### src/rtl/arm_pkg.sv
// Shared ARM-style condition definitions: cond_e encoding, flag bit positions, FlagW groups.
// Latency: n/a (types and constants only).
// Backpressure: n/a.
package arm_pkg;

  typedef enum logic [3:0] {
    EQ = 4'h0, NE = 4'h1, CS = 4'h2, CC = 4'h3,
    MI = 4'h4, PL = 4'h5, VS = 4'h6, VC = 4'h7,
    HI = 4'h8, LS = 4'h9, GE = 4'hA, LT = 4'hB,
    GT = 4'hC, LE = 4'hD, AL = 4'hE, NV = 4'hF
  } cond_e;

  // Bit positions of {N,Z,C,V} within the 4-bit flags word.
  localparam int FLAG_N = 3;
  localparam int FLAG_Z = 2;
  localparam int FLAG_C = 1;
  localparam int FLAG_V = 0;

  // FlagW bit positions: one bit per independently writable flag group.
  localparam int FLAGW_NZ = 1;
  localparam int FLAGW_CV = 0;

endpackage

### src/rtl/condlogic_if.sv
// Bundles the decoder controls, ALU flags and gated outputs of condlogic.
// Latency: n/a (wiring only). Backpressure: none, every signal is level-based.
// slave modport = condlogic side, master modport = decoder/bench side.
interface condlogic_if;

  logic        En;
  logic [3:0]  Cond;
  logic [3:0]  ALUFlags;
  logic [1:0]  FlagW;
  logic        PCS;
  logic        RegW;
  logic        MemW;
  logic        NoWrite;

  logic        PCSrc;
  logic        RegWrite;
  logic        MemWrite;
  logic        CondEx;
  logic [3:0]  Flags;
  logic [31:0] ExecCount;
  logic [31:0] SquashCount;

  modport slave (
    input  En, Cond, ALUFlags, FlagW, PCS, RegW, MemW, NoWrite,
    output PCSrc, RegWrite, MemWrite, CondEx, Flags, ExecCount, SquashCount
  );

  modport master (
    output En, Cond, ALUFlags, FlagW, PCS, RegW, MemW, NoWrite,
    input  PCSrc, RegWrite, MemWrite, CondEx, Flags, ExecCount, SquashCount
  );

endinterface

### src/rtl/condcheck.sv
// Evaluates an instruction condition field against the architectural flags.
// Latency: purely combinational. Backpressure: none.
// Ports: Cond (condition field), Flags ({N,Z,C,V}) -> CondEx (condition passes).
module condcheck
  import arm_pkg::*;
(
  input  logic [3:0] Cond,
  input  logic [3:0] Flags,
  output logic       CondEx
);

  logic w_n;
  logic w_z;
  logic w_c;
  logic w_v;
  logic w_ge;

  assign w_n  = Flags[FLAG_N];
  assign w_z  = Flags[FLAG_Z];
  assign w_c  = Flags[FLAG_C];
  assign w_v  = Flags[FLAG_V];
  assign w_ge = (w_n == w_v);

  always_comb begin
    CondEx = 1'b0;
    case (cond_e'(Cond))
      EQ: CondEx = w_z;
      NE: CondEx = ~w_z;
      CS: CondEx = w_c;
      CC: CondEx = ~w_c;
      MI: CondEx = w_n;
      PL: CondEx = ~w_n;
      VS: CondEx = w_v;
      VC: CondEx = ~w_v;
      HI: CondEx = w_c & ~w_z;
      LS: CondEx = ~w_c | w_z;
      GE: CondEx = w_ge;
      LT: CondEx = ~w_ge;
      GT: CondEx = ~w_z & w_ge;
      LE: CondEx = w_z | ~w_ge;
      AL: CondEx = 1'b1;
      NV: CondEx = 1'b0;
    endcase
  end

endmodule

### src/rtl/condlogic.sv
// Conditional-execution unit: gates PCS/RegW/MemW on the condition and owns the {N,Z,C,V} register.
// Latency: gated outputs are combinational; flag writes become visible one cycle after the update edge.
// Backpressure: none; En only qualifies state updates, never the gated outputs.
// Ports: clk, reset_n (async active-low), bus (condlogic_if.slave).
// Build option CONDLOGIC_STATS_EN adds saturating ExecCount/SquashCount; otherwise both read 0.
module condlogic
  import arm_pkg::*;
(
  input  logic       clk,
  input  logic       reset_n,
  condlogic_if.slave bus
);

  logic       w_cond_ex;
  logic       w_update;
  logic [3:0] r_flags;

  // Condition is judged on the registered flags so a flag-setting instruction
  // never affects its own predicate.
  condcheck u_condcheck (
    .Cond   (bus.Cond),
    .Flags  (r_flags),
    .CondEx (w_cond_ex)
  );

  assign w_update = bus.En & w_cond_ex;

  always_ff @(posedge clk or negedge reset_n) begin
    if (!reset_n) begin
      r_flags <= 4'b0000;
    end else if (w_update) begin
      if (bus.FlagW[FLAGW_NZ]) begin
        r_flags[FLAG_N] <= bus.ALUFlags[FLAG_N];
        r_flags[FLAG_Z] <= bus.ALUFlags[FLAG_Z];
      end
      if (bus.FlagW[FLAGW_CV]) begin
        r_flags[FLAG_C] <= bus.ALUFlags[FLAG_C];
        r_flags[FLAG_V] <= bus.ALUFlags[FLAG_V];
      end
    end
  end

  assign bus.CondEx   = w_cond_ex;
  assign bus.Flags    = r_flags;
  assign bus.PCSrc    = bus.PCS & w_cond_ex;
  assign bus.RegWrite = bus.RegW & w_cond_ex & ~bus.NoWrite;
  assign bus.MemWrite = bus.MemW & w_cond_ex;

`ifdef CONDLOGIC_STATS_EN
  logic [31:0] r_exec_count;
  logic [31:0] r_squash_count;

  // Counters stick at all-ones rather than wrapping.
  always_ff @(posedge clk or negedge reset_n) begin
    if (!reset_n) begin
      r_exec_count   <= 32'd0;
      r_squash_count <= 32'd0;
    end else if (bus.En) begin
      if (w_cond_ex) begin
        if (r_exec_count != 32'hFFFF_FFFF) r_exec_count <= r_exec_count + 32'd1;
      end else begin
        if (r_squash_count != 32'hFFFF_FFFF) r_squash_count <= r_squash_count + 32'd1;
      end
    end
  end

  assign bus.ExecCount   = r_exec_count;
  assign bus.SquashCount = r_squash_count;
`else
  assign bus.ExecCount   = 32'd0;
  assign bus.SquashCount = 32'd0;
`endif

endmodule

### src/flat_wrapper.sv
// flat-port wrapper written by rule: the top's interface ports become plain ports
module condlogic_flat import arm_pkg::*;
  (clk, reset_n, bus_En, bus_Cond, bus_ALUFlags, bus_FlagW, bus_PCS, bus_RegW, bus_MemW, bus_NoWrite, bus_PCSrc, bus_RegWrite, bus_MemWrite, bus_CondEx, bus_Flags, bus_ExecCount, bus_SquashCount);
  condlogic_if bus_i ();
  input  logic clk;
  input  logic reset_n;
  input wire logic [$bits(bus_i.En)-1:0] bus_En;
  input wire logic [$bits(bus_i.Cond)-1:0] bus_Cond;
  input wire logic [$bits(bus_i.ALUFlags)-1:0] bus_ALUFlags;
  input wire logic [$bits(bus_i.FlagW)-1:0] bus_FlagW;
  input wire logic [$bits(bus_i.PCS)-1:0] bus_PCS;
  input wire logic [$bits(bus_i.RegW)-1:0] bus_RegW;
  input wire logic [$bits(bus_i.MemW)-1:0] bus_MemW;
  input wire logic [$bits(bus_i.NoWrite)-1:0] bus_NoWrite;
  output wire logic [$bits(bus_i.PCSrc)-1:0] bus_PCSrc;
  output wire logic [$bits(bus_i.RegWrite)-1:0] bus_RegWrite;
  output wire logic [$bits(bus_i.MemWrite)-1:0] bus_MemWrite;
  output wire logic [$bits(bus_i.CondEx)-1:0] bus_CondEx;
  output wire logic [$bits(bus_i.Flags)-1:0] bus_Flags;
  output wire logic [$bits(bus_i.ExecCount)-1:0] bus_ExecCount;
  output wire logic [$bits(bus_i.SquashCount)-1:0] bus_SquashCount;
  assign bus_i.En = bus_En;
  assign bus_i.Cond = bus_Cond;
  assign bus_i.ALUFlags = bus_ALUFlags;
  assign bus_i.FlagW = bus_FlagW;
  assign bus_i.PCS = bus_PCS;
  assign bus_i.RegW = bus_RegW;
  assign bus_i.MemW = bus_MemW;
  assign bus_i.NoWrite = bus_NoWrite;
  assign bus_PCSrc = bus_i.PCSrc;
  assign bus_RegWrite = bus_i.RegWrite;
  assign bus_MemWrite = bus_i.MemWrite;
  assign bus_CondEx = bus_i.CondEx;
  assign bus_Flags = bus_i.Flags;
  assign bus_ExecCount = bus_i.ExecCount;
  assign bus_SquashCount = bus_i.SquashCount;
  condlogic u_core (.clk(clk), .reset_n(reset_n), .bus(bus_i));
endmodule
### config.mk
export PLATFORM = sky130hd
export DESIGN_NAME = condlogic_flat
export DESIGN_NICKNAME = d
export VERILOG_FILES = /design/src/rtl/arm_pkg.sv /design/src/rtl/condlogic_if.sv /design/src/rtl/condcheck.sv /design/src/rtl/condlogic.sv /design/src/flat_wrapper.sv
export SDC_FILE = /design/constraint.sdc
export NUM_CORES = 1
export LEC_CHECK = 0
export CAP_MARGIN = 40
export CORE_ASPECT_RATIO = 0.6
export CORE_UTILIZATION = 29
export DETAILED_ROUTE_END_ITERATION = 8
export PLACE_DENSITY = 0.8
export SLEW_MARGIN = 10
export SYNTH_ARGS = -nofsm -noshare
export SYNTH_HDL_FRONTEND = slang
export SYNTH_SLANG_ARGS = --single-unit
### constraint.sdc
create_clock -name clk -period 2.7 [get_ports clk]
set_clock_uncertainty 0.2 [all_clocks]
set_input_delay 0.54 -clock clk [delete_from_list [all_inputs] [get_ports clk]]
set_output_delay 0.54 -clock clk [all_outputs]
set_load 0.005 [all_outputs]
======== After elaboration in Yosys (flattened, before gate mapping) ========
Index checks and enable logic that the tools add are counted.
operators by class
  multiplexer cells ....................... 1
  eq/ne operators ......................... 16
  bitwise operators ....................... 15
  reductions and logical operators ........ 3
operators by type and width
  operator            count
  $eq 4x4->1 const B  8
  $eq 4x3->1 const B  4
  $pmux 1 s16         1
  $eq 4x2->1 const B  2
  $and 1x1->1         7
  $not 1->1           6
  $eq 4x1->1 const B  1
  $logic_not 4->1     1
  $reduce_and 2->1    2
  $or 1x1->1          2
  $eq 1x1->1          1
storage, ports and cells
  bits in registers ....................... 4
  input bits .............................. 17
  word-level logic and storage cells ...... 37

======== Depth between registers and ports, before layout ========
Gate-level depths: netlist of the first run.
  depth in word-level cells ............... 6
  depth in mapped cells ................... 7
  depth with buffers taken out ............ 6

======== Modules after synthesis ========
A second synthesis of the first run with hierarchy kept.
unflattened totals
  cells, all modules ...................... 102
  area, all modules ....................... 817.0 um^2
by module, submodules not included
  module     instances  cells an instance  area each (um^2)
  condlogic  1          79                 661.9
  condcheck  1          23                 155.1

======== Least setup slack after synthesis of the first run ========
OpenSTA, ideal clock, no wires.
  path type ............................... input to output
  from .................................... input port bus_Cond[0]
  to ...................................... output port bus_MemWrite
  path buffers ............................ 1
  data required time ...................... 1.960 ns
  cell stages on the path ................. 7
  arrival ................................. 1.661 ns
  path slack .............................. 0.299 ns
  cell sequence ........................... buf_4 and3b_1 o21ai_0 o211ai_1 o31ai_4 inv_2 and2_1
on the way
  word-level cells in the longest chain between the ends .. 3
ends and longest elaborated chain
  element                                   line                source
  from (decl)                               flat_wrapper.sv:8   input wire logic [$bits(bus_i.Cond)-1:0] bus_Cond;
  $eq 4x4->1, or another cell as far along  condcheck.sv:26     case (cond_e'(Cond))
  $pmux 1 s16 *                             condcheck.sv:26
  net bus_CondEx                            flat_wrapper.sv:18  output wire logic [$bits(bus_i.CondEx)-1:0] bus_CondEx;
  $and 1x1->1 *                             condlogic.sv:47     assign bus.MemWrite = bus.MemW & w_cond_ex;
  to (decl)                                 flat_wrapper.sv:17  output wire logic [$bits(bus_i.MemWrite)-1:0] bus_MemWrite;
Mark *: on every way through the listed nets, which the timed path passes. The rest lies on a longest branch.

======== Worst setup path in the final report of the first run ========
  from .................................... register u_core.r_flags[0], in the netlist u_core.bus.Flags[0]
  to ...................................... output port bus_MemWrite
on the way
  word-level cells in the longest chain between the ends .. 5
ends and longest elaborated chain
  element                            line                              source
  from (decl)                        condlogic.sv:16                   logic [3:0] r_flags;
  from (signal, indexed assignment)  condlogic.sv:33                   r_flags[FLAG_N] <= bus.ALUFlags[FLAG_N];
  from (signal, indexed assignment)  condlogic.sv:34                   r_flags[FLAG_Z] <= bus.ALUFlags[FLAG_Z];
  from (signal, indexed assignment)  condlogic.sv:37                   r_flags[FLAG_C] <= bus.ALUFlags[FLAG_C];
  $eq 1x1->1                         condcheck.sv:22                   assign w_ge = (w_n == w_v);
  $not 1->1                          condcheck.sv:38, condcheck.sv:40
  $or 1x1->1                         condcheck.sv:40                   LE: CondEx = w_z | ~w_ge;
  $pmux 1 s16 *                      condcheck.sv:26
  $and 1x1->1 *                      condlogic.sv:47
Mark *: on every way between the ends. The rest lies on a longest branch, timed or not.

==> results of run 1 <==
critical path: cells and delay by family (launching register included):
kind	cells	cell delay, ns
xor gates and xnor gates	1	0.18
AOI/OAI and AO/OA	2	0.58
DFF	1	0.39
buffers and inverters	2	0.26
and+or+nand+nor	2	0.32
cell families after synthesis:
group,Yosys count,share of synthesized area [%]
compound gates,12,11.3
xor+xnor,2,2.00
buf+inv,67,56.7
flops,4,11.4
mux,5,6.15
other cells,1,0.429
simple gates,18,12.0
where the power goes:
| part | leakage [nW] | internal [mW] | switching [mW] |
|---|---|---|---|
| clock | 0.0216 | 0.0947 | 0.0278 |
| combinational | 0.492 | 0.240 | 0.158 |
| sequential | 0.0477 | 0.0890 | 0.0424 |
cell type report:
type                       count  share of cell area, %
timing repair buffer          39                   30.9
tap                           42                   4.78
multi-input combinational    101                   50.7
clock buffer                   3                   3.75
inverter                       2                  0.683
sequential                     4                   9.10
Yosys cell counts, drive strengths merged:
library cell	instances
buf	65
o21ai	6
dfrtp	4
nand2	4
mux2	3
nor2	3
a21oi	2
and2	2
inv	2
mux2i	2
nor3	2
nor3b	2
xnor2	2
a311o	1
and3b	1
conb	1
nand2b	1
nand4	1
nor2b	1
nor4b	1
o211ai	1
o221a	1
o31ai	1
cells in the final DEF, fill, tap and decap left out, drive strengths merged, types with 3 or more instances in the layout:
cell type      synthesis  final
dfrtp                  4      4
nor2                   3      3
clkdlybuf4s50          0     16
conb                   1     64
nand2                  4      4
buf                   65     19
o21ai                  6      6
mux2                   3      3
clkbuf                 0      3
clkdlybuf4s15          0      4
through the flow:
stage | TNS [ns] | power, mW | hold WS [ns] | instance area (um2) | util, %
after floorplan | 0 | 0.345 | 0.0444 | 1110 | -
after global placement | -3.37 | 0.472 | 0.393 | 1010 | 35.0
after detailed placement | -3.59 | 0.478 | 0.391 | 1010 | 35.0
after CTS | 0 | 0.640 | 0.335 | 1080 | 37.7
after global routing | -0.152 | 0.701 | 0.345 | 1100 | 38.3
final | 0 | 0.652 | 0.333 | 1100 | 38.3
per-layer routing:
metal  up-vias  part of all wire (%)
li1        310                     -
met1       283                    42
met2        29                    51
met3         2                   6.1
met4         0                  0.67
met5         -                     0
what timing repair did:
action / in CTS / in global routing
setup buffers: 3 / 0
pin swaps: 7 / 5
gates resized for setup: 34 / 4
endpoints found under the setup margin: 5 / 4
worst min-delay path by stage:
stage | start | end | slack [ns] | cells after the start
floorplan | reset_n | u_core.bus.Flags[0]$_DFFE_PN0P_ | 0.04 | 0
global placement | u_core.bus.Flags[1]$_DFFE_PN0P_ | u_core.bus.Flags[1]$_DFFE_PN0P_ | 0.39 | 1
detailed placement | u_core.bus.Flags[1]$_DFFE_PN0P_ | u_core.bus.Flags[1]$_DFFE_PN0P_ | 0.39 | 1
CTS | reset_n | u_core.bus.Flags[1]$_DFFE_PN0P_ | 0.33 | 1
global route | reset_n | u_core.bus.Flags[1]$_DFFE_PN0P_ | 0.35 | 1
finish | reset_n | u_core.bus.Flags[2]$_DFFE_PN0P_ | 0.33 | 1
==> summary.txt, run 1 <==
CP arrival: 1.95 ns
Reg2Reg Setup Slack: 0.23 ns
Critical Path RT: 1.96 ns
Clock slew at reported path FFs: 0.03 ns
Setup crit end: bus_MemWrite
CP Cell Sequence: xnor2_2 > nor3b_2 > o221a_4 > o31ai_4 > inv_2 > and2_1 > clkdlybuf4s15_1
TritonCTS Buffers: 3
Area of the die: 3250 um2
Reg2Reg Depth: 10
Tcrit/Tclk final: 99.6%
Synthesized area: 875 um2
Worst setup margin: 0.00988 ns
CTS H-tree depth: 1
GP Congestion: 0.704
# IOs: 89
Pre-antenna DRT Iters: 5
Chip width: 72.9 um
Core Area: 2870 um2
Pre-CTS WS: -0.767 ns
Worst setup path startpoint: u_core.bus.Flags[0]$_DFFE_PN0P_
Syn Inst Count: 109
Slowest cell on crit path: dfrtp_1
Fin. max-slew vios: 0
Startpoint types: flop
CTS Hold Bufs: 0
Finish-stage setup viols: 0
Worst setup EP type: output port
Initial antenna violation count: 0
Synth area leader: buf_4
First-pass GRT wire length: 2030 um
Routed len/inst: 7.82 um
Placed Cells incl. Taps: 185
Clock insertion delay at the later pin of the skew report: 0.21 ns
Met2 Resource Use GR: 13.3%
Post-Syn Area per Cell: 8.02 um2
Met3 usage: 4.10%
PD cells: 593 nW/um2
Fillers: 317
Tot GR Track Use: 8.67%
Reg2reg start: u_core.bus.Flags[0]$_DFFE_PN0P_
Fmax: 372 MHz
DRT Wirelength: 1490 um
DIE HEIGHT: 44.5 um
Layout Nets: 168
Seq/Total Area, Yosys: 11.4%
Post-route minimum period: 2.69 ns
Type of the most critical hold path: input pin to async pin
Cell Rows: 15
Root Buffer: clkbuf_8
Largest stage delay on the critical path: 0.39 ns
FF-to-FF End: u_core.bus.Flags[3]$_DFFE_PN0P_
Final Hold Viols: 0
Synthesized flop and latch total: 4
FF+latch area: 100 um2
Max Cap Viol: 0
Gr ovfl total: 0
Clock sinks: 4
Leak: 0.562 nW
Unrepaired setup endpoints after global routing: true
Clock Path Buffers: 2
M1 GR Usage: 10.6%
Gr busiest metal: met2
Max reg flops: 4
Starting DRT DRC Count: 7
Synth cell types: 25
Via count: 624
Initial Utilization: 30.5%
Worst IR Drop VDD: 0.355 mV
Status: finished, final reports clean
Top cells by area in the synthesized netlist: buf_4, dfrtp_1, mux2_1, o21ai_0, o31ai_4
Vias in the first global route: 464
Port Buffer Count: 24
Area of the multi-input gates: 558 um2
Largest net degree at the start of global routing: 12
Maximum fanout along the worst path: 4
Vias per cell: 3.27
Hpwl dp: 1220 um
CTS tree: yes
# diodes: 0
Proportion of layout cells with a drive suffix above 1: 23.5%
Post-route ant nets: 0
DR DRC count: 0
Synth-to-Final Area Change: 25.8%
Final non-filler cell total: 191
Critical path start-end classification: flop to output port
Post-synth top area share: 55.8%
Yosys warnings: 0
Note: power is estimated with default switching activity, not from simulation.
==> inputs of run 2 (changes only) <==
--- a/config.mk
+++ b/config.mk
@@ -9,8 +9,9 @@
 export CORE_ASPECT_RATIO = 0.6
 export CORE_UTILIZATION = 29
 export DETAILED_ROUTE_END_ITERATION = 8
+export MAX_ROUTING_LAYER = met4
 export PLACE_DENSITY = 0.8
-export SLEW_MARGIN = 10
+export SLEW_MARGIN = 20
 export SYNTH_ARGS = -nofsm -noshare
 export SYNTH_HDL_FRONTEND = slang
 export SYNTH_SLANG_ARGS = --single-unit
==> results of run 2 <==
The final DEF is identical to that of run 1; final timing and power are the same.
Among the figures that moved: final weighted congestion in routability-driven placement 0.704 -> 0.712; overall routing resource usage 8.67% -> 8.95%
